===== src/rtl/cache_refill_ctrl_pkg.sv =====
// rtl/cache_refill_ctrl_pkg.sv - shared types and constants for the cache refill controller
package cache_refill_ctrl_pkg;

    typedef enum logic [1:0] {
        ST_IDLE   = 2'd0,
        ST_DRAIN  = 2'd1,
        ST_REFILL = 2'd2,
        ST_FILL   = 2'd3
    } state_e;

    localparam int LINE_BYTES = 16;
    localparam int OFFSET_W   = 4;

    // Wide enough for any address width the controller is built with.
    function automatic logic [63:0] line_base(input logic [63:0] addr);
        return addr & ~((64'd1 << OFFSET_W) - 64'd1);
    endfunction

endpackage


===== src/rtl/cache_refill_ctrl_store_buf.sv =====
// rtl/cache_refill_ctrl_store_buf.sv - one-entry write-through store buffer
module refill_store_buf #(
    parameter int ADDR_W = 32
) (
    input  logic              clk_i,
    input  logic              rst_ni,
    input  logic              push_i,
    input  logic              pop_i,
    input  logic [ADDR_W-1:0] addr_i,
    input  logic [31:0]       data_i,
    output logic              valid_o,
    output logic [ADDR_W-1:0] addr_o,
    output logic [31:0]       data_o
);

    logic              valid_q;
    logic [ADDR_W-1:0] addr_q;
    logic [31:0]       data_q;

    always_ff @(posedge clk_i or negedge rst_ni) begin
        if (!rst_ni) begin
            valid_q <= 1'b0;
            addr_q  <= '0;
            data_q  <= '0;
        end else if (push_i) begin
            valid_q <= 1'b1;
            addr_q  <= addr_i;
            data_q  <= data_i;
        end else if (pop_i) begin
            valid_q <= 1'b0;
        end
    end

    assign valid_o = valid_q;
    assign addr_o  = addr_q;
    assign data_o  = data_q;

endmodule


===== src/rtl/cache_refill_ctrl.sv =====
// rtl/cache_refill_ctrl.sv - load-miss line refill and store drain controller
module cache_refill_ctrl
    import cache_refill_ctrl_pkg::*;
#(
    parameter int ADDR_W     = 32,
    parameter int LINE_WORDS = 4,
    parameter int CNT_W      = 16
) (
    input  logic                     clk_i,
    input  logic                     rst_ni,
    input  logic                     miss_valid_i,
    input  logic [ADDR_W-1:0]        miss_addr_i,
    input  logic                     wr_valid_i,
    input  logic [ADDR_W-1:0]        wr_addr_i,
    input  logic [31:0]              wr_data_i,
    output logic                     wr_ready_o,
    output logic                     fill_valid_o,
    output logic [ADDR_W-1:0]        fill_addr_o,
    output logic [LINE_WORDS*32-1:0] fill_data_o,
    output logic                     stall_o,
    output logic                     mem_req_o,
    output logic                     mem_we_o,
    output logic [ADDR_W-1:0]        mem_addr_o,
    output logic [31:0]              mem_wdata_o,
    input  logic                     mem_ack_i,
    input  logic [31:0]              mem_rdata_i,
    output logic [CNT_W-1:0]         miss_cnt_o
);

    localparam int BEAT_W = $clog2(LINE_WORDS);

    state_e                    state_q, state_d;
    logic [BEAT_W-1:0]         beat_q, beat_d;
    logic [ADDR_W-1:0]         base_q, base_d;
    logic                      pend_q, pend_d;
    logic [LINE_WORDS*32-1:0]  line_q, line_d;
    logic [ADDR_W-1:0]         fill_addr_q, fill_addr_d;
    logic [LINE_WORDS*32-1:0]  fill_data_q, fill_data_d;
    logic [CNT_W-1:0]          cnt_q, cnt_d;

    logic              buf_valid;
    logic [ADDR_W-1:0] buf_addr;
    logic [31:0]       buf_data;
    logic              buf_push;
    logic              buf_pop;
    logic [ADDR_W-1:0] miss_base;

    assign miss_base  = ADDR_W'(line_base(64'(miss_addr_i)));
    assign wr_ready_o = !buf_valid && state_q != ST_REFILL && state_q != ST_FILL;
    assign buf_push   = wr_valid_i && wr_ready_o;
    assign stall_o    = (state_q == ST_IDLE && (miss_valid_i || buf_valid))
                     || state_q == ST_DRAIN || state_q == ST_REFILL
                     || (wr_valid_i && !wr_ready_o);

    refill_store_buf #(.ADDR_W(ADDR_W)) u_store_buf (
        .clk_i   (clk_i),
        .rst_ni  (rst_ni),
        .push_i  (buf_push),
        .pop_i   (buf_pop),
        .addr_i  (wr_addr_i),
        .data_i  (wr_data_i),
        .valid_o (buf_valid),
        .addr_o  (buf_addr),
        .data_o  (buf_data)
    );

    always_ff @(posedge clk_i or negedge rst_ni) begin
        if (!rst_ni) begin
            state_q     <= ST_IDLE;
            beat_q      <= '0;
            base_q      <= '0;
            pend_q      <= 1'b0;
            line_q      <= '0;
            fill_addr_q <= '0;
            fill_data_q <= '0;
            cnt_q       <= '0;
        end else begin
            state_q     <= state_d;
            beat_q      <= beat_d;
            base_q      <= base_d;
            pend_q      <= pend_d;
            line_q      <= line_d;
            fill_addr_q <= fill_addr_d;
            fill_data_q <= fill_data_d;
            cnt_q       <= cnt_d;
        end
    end

    always_comb begin
        state_d      = state_q;
        beat_d       = beat_q;
        base_d       = base_q;
        pend_d       = pend_q;
        line_d       = line_q;
        fill_addr_d  = fill_addr_q;
        fill_data_d  = fill_data_q;
        cnt_d        = cnt_q;
        buf_pop      = 1'b0;
        mem_req_o    = 1'b0;
        mem_we_o     = 1'b0;
        mem_addr_o   = '0;
        mem_wdata_o  = '0;
        fill_valid_o = 1'b0;
        case (state_q)
            ST_IDLE: begin
                // A store taken alongside a miss must reach memory before the line is read.
                if (buf_valid || buf_push) begin
                    state_d = ST_DRAIN;
                    pend_d  = miss_valid_i;
                    if (miss_valid_i) base_d = miss_base;
                end else if (miss_valid_i) begin
                    state_d = ST_REFILL;
                    base_d  = miss_base;
                    beat_d  = '0;
                end
            end
            ST_DRAIN: begin
                mem_req_o   = 1'b1;
                mem_we_o    = 1'b1;
                mem_addr_o  = buf_addr;
                mem_wdata_o = buf_data;
                if (mem_ack_i) begin
                    buf_pop = 1'b1;
                    pend_d  = 1'b0;
                    beat_d  = '0;
                    if (pend_q) begin
                        state_d = ST_REFILL;
                    end else if (miss_valid_i) begin
                        state_d = ST_REFILL;
                        base_d  = miss_base;
                    end else begin
                        state_d = ST_IDLE;
                    end
                end
            end
            ST_REFILL: begin
                mem_req_o  = 1'b1;
                mem_addr_o = base_q | ADDR_W'({beat_q, 2'b00});
                if (mem_ack_i) begin
                    line_d[32*int'(beat_q) +: 32] = mem_rdata_i;
                    beat_d = beat_q + BEAT_W'(1);
                    if (beat_q == BEAT_W'(LINE_WORDS - 1)) begin
                        state_d     = ST_FILL;
                        fill_addr_d = base_q;
                        fill_data_d = line_d;
                    end
                end
            end
            ST_FILL: begin
                fill_valid_o = 1'b1;
                cnt_d        = cnt_q + CNT_W'(1);
                state_d      = ST_IDLE;
            end
            default: state_d = ST_IDLE;
        endcase
    end

    assign fill_addr_o = fill_addr_q;
    assign fill_data_o = fill_data_q;
    assign miss_cnt_o  = cnt_q;

endmodule

===== config.mk =====
export PLATFORM = sky130hd
export DESIGN_NAME = cache_refill_ctrl
export DESIGN_NICKNAME = d
export VERILOG_FILES = /design/src/rtl/cache_refill_ctrl_pkg.sv /design/src/rtl/cache_refill_ctrl_store_buf.sv /design/src/rtl/cache_refill_ctrl.sv
export SDC_FILE = /design/constraint.sdc
export NUM_CORES = 1
export LEC_CHECK = 0
export CORE_ASPECT_RATIO = 0.7
export CORE_UTILIZATION = 55
export CTS_BUF_LIST = sky130_fd_sc_hd__clkbuf_4
export DETAILED_ROUTE_END_ITERATION = 16
export DONT_BUFFER_PORTS = 1
export HOLD_SLACK_MARGIN = 0.1
export PLACE_DENSITY = 0.7
export RECOVER_POWER = 100
export SYNTH_ARGS = -nofsm -noshare
export SYNTH_HDL_FRONTEND = slang
export SYNTH_SLANG_ARGS = --single-unit

===== constraint.sdc =====
create_clock -name clk_i -period 3.7 [get_ports clk_i]
set_input_delay 0.74 -clock clk_i [delete_from_list [all_inputs] [get_ports clk_i]]
set_output_delay 0.74 -clock clk_i [all_outputs]
set_load 0.005 [all_outputs]

==> metrics, run 1 <==
Via Count=12,193; worst hold path type=in -> async; die area=31,800 sq um; dpl hpwl=26,500 um; Final Max Tran Viols=0; RSZ-0062 raised after global routing=no; DRT Pass-1 Iters=5; Pint=8.78 mW; row count=53; Seq pwr share=48.0%; drt via density=5.85; routed length per instance=22.2 um; failing checks=negative hold slack; CTS sink count=398; CP max FO=37; synthesized instance count=1,512; CTS tree=yes; layout cells sized above 1=11.9%; Clock Skew=48.1 ps; count of cell types in the netlist=45; cells along the critical path=inv_1 > ha_1 > buf_4 > nor3_1 > o211ai_1; # port buffers=0; antenna violations before repair=3; Synth Area in Simple Gates=11.8%; nets=1,765; Final Hold Fails=398; cell with the most instances after synthesis=dfrtp_1; total global-route track usage=29.7%; Max Cap Viol=0; R2R cell count=6; status=finished, violations left; Largest stage delay, worst path=570 ps; period utilization=89.2%; Fin Setup TNS=0 ps; post-synthesis register bit count=398; post-route setup slack=399 ps; Primary FF master, synth=dfrtp_1; number of I/O pins=378; Post-synth top cells=dfrtp_1, nor2b_1, nand2_1, a21oi_1, a22o_1; final setup fails=0; Die Y=150 um; Clk pwr share=25.6%; crit path launch type=flop; post-CTS resize count=0; maximum vdd ir drop=0.437 mV; Root Buffer=clkbuf_4; Synth top area share=58.2%; synthesized area per cell=11.3 sq um; first-iteration detailed-routing DRC count=971; Seq/Total Area, Yosys=58.2%; P&R area growth vs syn=13.9%; routed wire length=46,200 um; fmax=303 MHz; Hold-fix buffers, CTS=129; Die Wd=213 um; leakage power=8.85 nW; post-synthesis mux area share=8.08%; Hold Slack=-315 ps; number of fillers in the final layout=2,390; PwrDens=679 nW/um^2; dominant cell type by area after synthesis=dfrtp_1; latest clock arrival within the worst-skew pair=780 ps; first-pass GRT wire length=72,000 um; largest family of logic cells by synthesized area=compound AO/OA/AOI/OAI gates; critical path class=reg -> out; pin slew with the least headroom to its limit=1170 ps; Switching Fraction=33.6%; total CTS buffers=97; Starting Density=56.4%; antenna viol nets, final=0; clk buf depth=3; slowest cell on the critical path=nor3_1; fraction of the mapped netlist area in adder cells=0.878%; grt ovf=0; post-CTS repair timing setup buffer count=0; compound-gate portion of the synthesized area=16.0%; Core Area=30,300 sq um; xor and xnor fraction of the mapped netlist area=0.768%; residual DRC count=0; post-place setup slack=1010 ps; Yosys Warn Count=0; Sw Pwr=4.45 mW; worst path arrival time=2560 ps; Worst setup EP type=primary output; leading post-synthesis cells by cell area=dfrtp_1, a22o_1, nor2b_1; Critical Path Stages=5; EDFF count, synth=0; Period minus WS final=3300 ps; H-tree levels=3; asr flop ratio synth=100%; clock transition at the registers of the reported paths=70 ps; number of global-route vias before repair=12,362; Worst EP required=2960 ps; slew margin rel.=22.0%; Register Area=9960 sq um; gp weighted congestion=0.791; Comb power frac=26.3%; Crit path buffers/inverters=2; multi-input logic area=6420 sq um; cell family with most CP delay=simple AND/OR/NAND/NOR gates; Syn Std Cell Area=17,100 sq um; largest net degree at the start of global routing=399
registers in the layout, summed over array words and instances, names as in the netlist:
signal               count
fill_addr_o             28
u_store_buf.addr_o      32
beat_q                   2
u_store_buf.valid_o      1
line_q                 128
u_store_buf.data_o      32
pend_q                   1
miss_cnt_o              16
fill_data_o            128
state_q                  2
base_q                  28
worst paths after layout:
check,end,slack (ps),start
worst min-delay path,u_store_buf.data_o[14],-310,rst_ni
worst max-delay path,stall_o,400,state_q[0]
worst max register to register,line_q[125],420,beat_q[0]
max in group asynchronous,line_q[38],3450,rst_ni
min in group clk_i,fill_data_o[30],180,mem_rdata_i[30]
worst min register to register,u_store_buf.data_o[30],490,u_store_buf.data_o[30]
power groups by stage:
stage,logic [mW],registers (mW),clock network (mW)
6_report,3.48,6.35,3.39
5_1_grt,3.83,6.48,3.72
2_1_floorplan,2.69,6.08,0
3_5_place_dp,3.38,6.39,0
4_1_cts,3.55,6.33,3.47
3_3_place_gp,3.27,6.34,0
kinds of logic after synthesis:
logic type / Yosys count
AOI/OAI and AO/OA: 429
xor gates and xnor gates: 15
adders and majority gates: 12
buffers and inverters: 157
DFF: 398
muxes: 123
other: 1
and+or+nand+nor: 377
layout make-up:
| class | instances | area share (%) |
|---|---|---|
| Sequential cell | 398 | 51.1 |
| Multi-Input combinational cell | 960 | 32.9 |
| Timing Repair Buffer | 154 | 7.56 |
| Clock buffer | 131 | 5.05 |
| Tap cell | 412 | 2.65 |
| Clock inverter | 16 | 0.482 |
| Inverter | 9 | 0.173 |
| Antenna cell | 3 | 0.0385 |
placed cells by master, fill, tap and decap left out, types with 2 or more instances in the layout:
cell type,Yosys,final
dfrtp_1,398,398
nor2b_1,159,159
nand2_1,145,145
clkbuf_4,0,133
a21oi_1,130,130
dlygate4sd3_1,0,129
a22o_1,128,128
o21ai_0,76,124
mux2_1,88,88
and2_0,0,38
mux2_2,33,33
a22oi_1,30,30
clkinv_1,0,12
clkbuf_2,0,12
xnor2_1,11,11
ha_1,12,11
inv_1,8,9
o21ai_1,57,9
buf_4,10,9
nor2_1,6,6
nand4_1,6,6
nor3_1,2,4
nand3_1,4,4
xor2_1,4,4
conb_1,1,4
diode_2,0,3
o211ai_1,2,2
and2_2,0,2
nor4_1,2,2
nor3b_1,2,2
nand2b_1,2,2
mux2i_1,2,2
clkinvlp_4,0,2
buf_12,0,2
layer usage:
| layer | vias to the layer above | global-route usage (%) | wire, um |
|---|---|---|---|
| li1 | 5477 | - | - |
| met1 | 6151 | 40.9 | 20200 |
| met2 | 498 | 43.6 | 20800 |
| met3 | 67 | 10.7 | 4170 |
| met4 | 0 | 9.71 | 998 |
| met5 | - | 0 | 0 |
stage by stage:
stage | hold WS [ps] | total power, mW | cell area [sq um] | utilization, % | cells
2_1_floorplan | 444 | 8.77 | 17100 | - | 1515
3_5_place_dp | 455 | 9.77 | 17200 | 56.8 | 1804
5_1_grt | -410 | 14.0 | 19500 | 64.3 | 2083
6_report | -315 | 13.2 | 19500 | 64.3 | 2083
4_1_cts | -410 | 13.3 | 19600 | 64.6 | 2080
3_3_place_gp | 454 | 9.61 | 17200 | 56.8 | 1804
No activity file was read; power rests on OpenSTA's default activity.
==> run 2: changes to the inputs <==
--- a/config.mk
+++ b/config.mk
@@ -5,13 +5,14 @@
 export SDC_FILE = /design/constraint.sdc
 export NUM_CORES = 1
 export LEC_CHECK = 0
+export CAP_MARGIN = 25
 export CORE_ASPECT_RATIO = 0.7
-export CORE_UTILIZATION = 55
+export CORE_UTILIZATION = 54
 export CTS_BUF_LIST = sky130_fd_sc_hd__clkbuf_4
 export DETAILED_ROUTE_END_ITERATION = 16
 export DONT_BUFFER_PORTS = 1
 export HOLD_SLACK_MARGIN = 0.1
-export PLACE_DENSITY = 0.7
+export PLACE_DENSITY = 0.69
 export RECOVER_POWER = 100
 export SYNTH_ARGS = -nofsm -noshare
 export SYNTH_HDL_FRONTEND = slang
==> metrics, run 2 (same netlist as run 1, synthesis figures left out) <==
commonest non-fill, non-tap cells in the layout=dfrtp_1, nor2b_1, nand2_1; slew margin rel.=-23.5% (-46 points); clock transition at the registers of the reported paths=60 ps (about the same); first-iteration detailed-routing DRC count=1,162 (+20%); Die Y=151 um (+0.91%); commonest non-fill, non-tap cell in the layout=dfrtp_1; Core Area=31,100 sq um (+2.8%); fmax=306 MHz (+0.88%); Max Cap Viol=2 (+2); CTS sink count=398 (unchanged); total CTS buffers=95 (-2.1%); number of global-route vias before repair=12,007 (-2.9%); total global-route track usage=28.6% (-1.1 points); gp weighted congestion=0.841 (+6.2%); maximum vdd ir drop=0.389 mV (-11%); routed length per instance=21.9 um (-1.3%); pin slew with the least headroom to its limit=1850 ps (+686 ps); critical path class=reg -> out; Final Max Tran Viols=165 (+165); worst path arrival time=2530 ps (-30 ps); Period minus WS final=3270 ps (-28.7 ps); grt ovf=0 (unchanged); clk buf depth=3 (unchanged); number of I/O pins=378 (unchanged); DRT Pass-1 Iters=5 (unchanged); latest clock arrival within the worst-skew pair=760 ps (-20 ps); RSZ-0062 raised after global routing=no; drt via density=5.81 (-0.80%); Starting Density=54.9% (-1.5 points); P&R area growth vs syn=14.2%; period utilization=88.4% (-0.78 points); CTS tree=yes; placed cell count=1,813 (+0.50%); residual DRC count=0 (unchanged); Root Buffer=clkbuf_4; Final Total Pwr=13.2 mW (-0.25%); leakage power=8.87 nW (+0.28%); post-route cell area=19,500 sq um (+0.21%); failing checks=negative hold slack, max-capacitance violations, max-slew violations; first-pass GRT wire length=71,000 um (-1.4%); antenna viol nets, final=0 (unchanged); Clock Skew=40.3 ps (-7.87 ps); routed wire length=46,000 um (-0.28%); worst hold path type=in -> async; Hold Slack=-304 ps (+10.4 ps); crit path launch type=flop; Worst setup EP type=primary output; final setup fails=0 (unchanged); Via Count=12,217 (+0.20%); H-tree levels=3 (unchanged); layout cells sized above 1=12.1% (+0.21 points); dpl hpwl=26,600 um (+0.50%); placed inst area=17,200 sq um (about the same); # port buffers=0 (unchanged); Final Hold Fails=258 (-35%); Die Wd=215 um (+0.91%); CP max FO=31 (-16%); largest net degree at the start of global routing=399 (unchanged); nets=1,764 (-0.057%); row count=54 (+1.9%); fin cells=2,104 (+1.0%); Worst EP required=2960 ps (about the same); status=finished, violations left; Fin Setup TNS=0 ps (unchanged); PwrDens=675 nW/um^2 (-0.46%); die area=32,400 sq um (+1.8%); antenna violations before repair=4 (+1)
-- run 2: changes by cell type in the layout (fill, tap and decap cells not counted), sizes merged --
cell,before,now
clkbuf,145,151
buf,11,13
bufinv,1,0
clkinvlp,2,1
clkinv,12,19
-- run 2: path summary, 6_finish.rpt --
check,startpoint,to,slack [ps],depth (start not counted)
worst min-delay path,rst_ni,u_store_buf.data_o[6],-300,0
min in group clk_i,mem_rdata_i[24],fill_data_o[24],180,2
worst max register to register,state_q[0],u_store_buf.data_o[15],480,7
worst max-delay path,state_q[1],mem_addr_o[2],430,3
max in group asynchronous,rst_ni,u_store_buf.data_o[13],2690,0
worst min register to register,u_store_buf.data_o[10],u_store_buf.data_o[10],480,1
-- run 2: what timing repair did --
item | in CTS | in global routing
hold endpoints to repair | 670 | 399
setup buffers | 0 | 0
hold buffers | 128 | 1
resized for setup | 0 | 0
-- run 2: final cells by class --
class | instances | area (sq um)
clock inverters | 21 | 82.6
well taps | 420 | 526
flip-flops and latches | 398 | 9960
diodes | 3 | 7.51
multi-input cells | 960 | 6410
clock buffers | 138 | 1040
repair buffers | 155 | 1470
inverters | 9 | 33.8
fillers | 2431 | 11600
-- run 2: where the power goes --
| part | internal (mW) | switching [mW] |
|---|---|---|
| Combinational | 1.59 | 1.87 |
| Clock | 1.69 | 1.70 |
| Sequential | 5.51 | 0.826 |
-- run 2: critical path: stages, from the launching register on --
cell and delay (ps):
dfrtp_1 410, inv_1 80, ha_1 920, nor2b_1 350
-- run 2: metrics by stage --
step | utilization [%] | setup WS [ps]
5_1_grt | 62.7 | 215
3_5_place_dp | 55.2 | 1070
4_1_cts | 62.9 | 322
3_3_place_gp | 55.2 | 1140
2_1_floorplan | - | 1510
6_report | 62.7 | 428
-- run 2: per-layer routing --
| metal | vias up | share of wire, % | track usage, % |
|---|---|---|---|
| met2 | 476 | 45 | 41.7 |
| met1 | 6180 | 44 | 39.7 |
| met3 | 72 | 9.0 | 9.52 |
| met4 | 0 | 2.3 | 10.5 |
| met5 | - | 0 | 0 |
| li1 | 5489 | - | - |
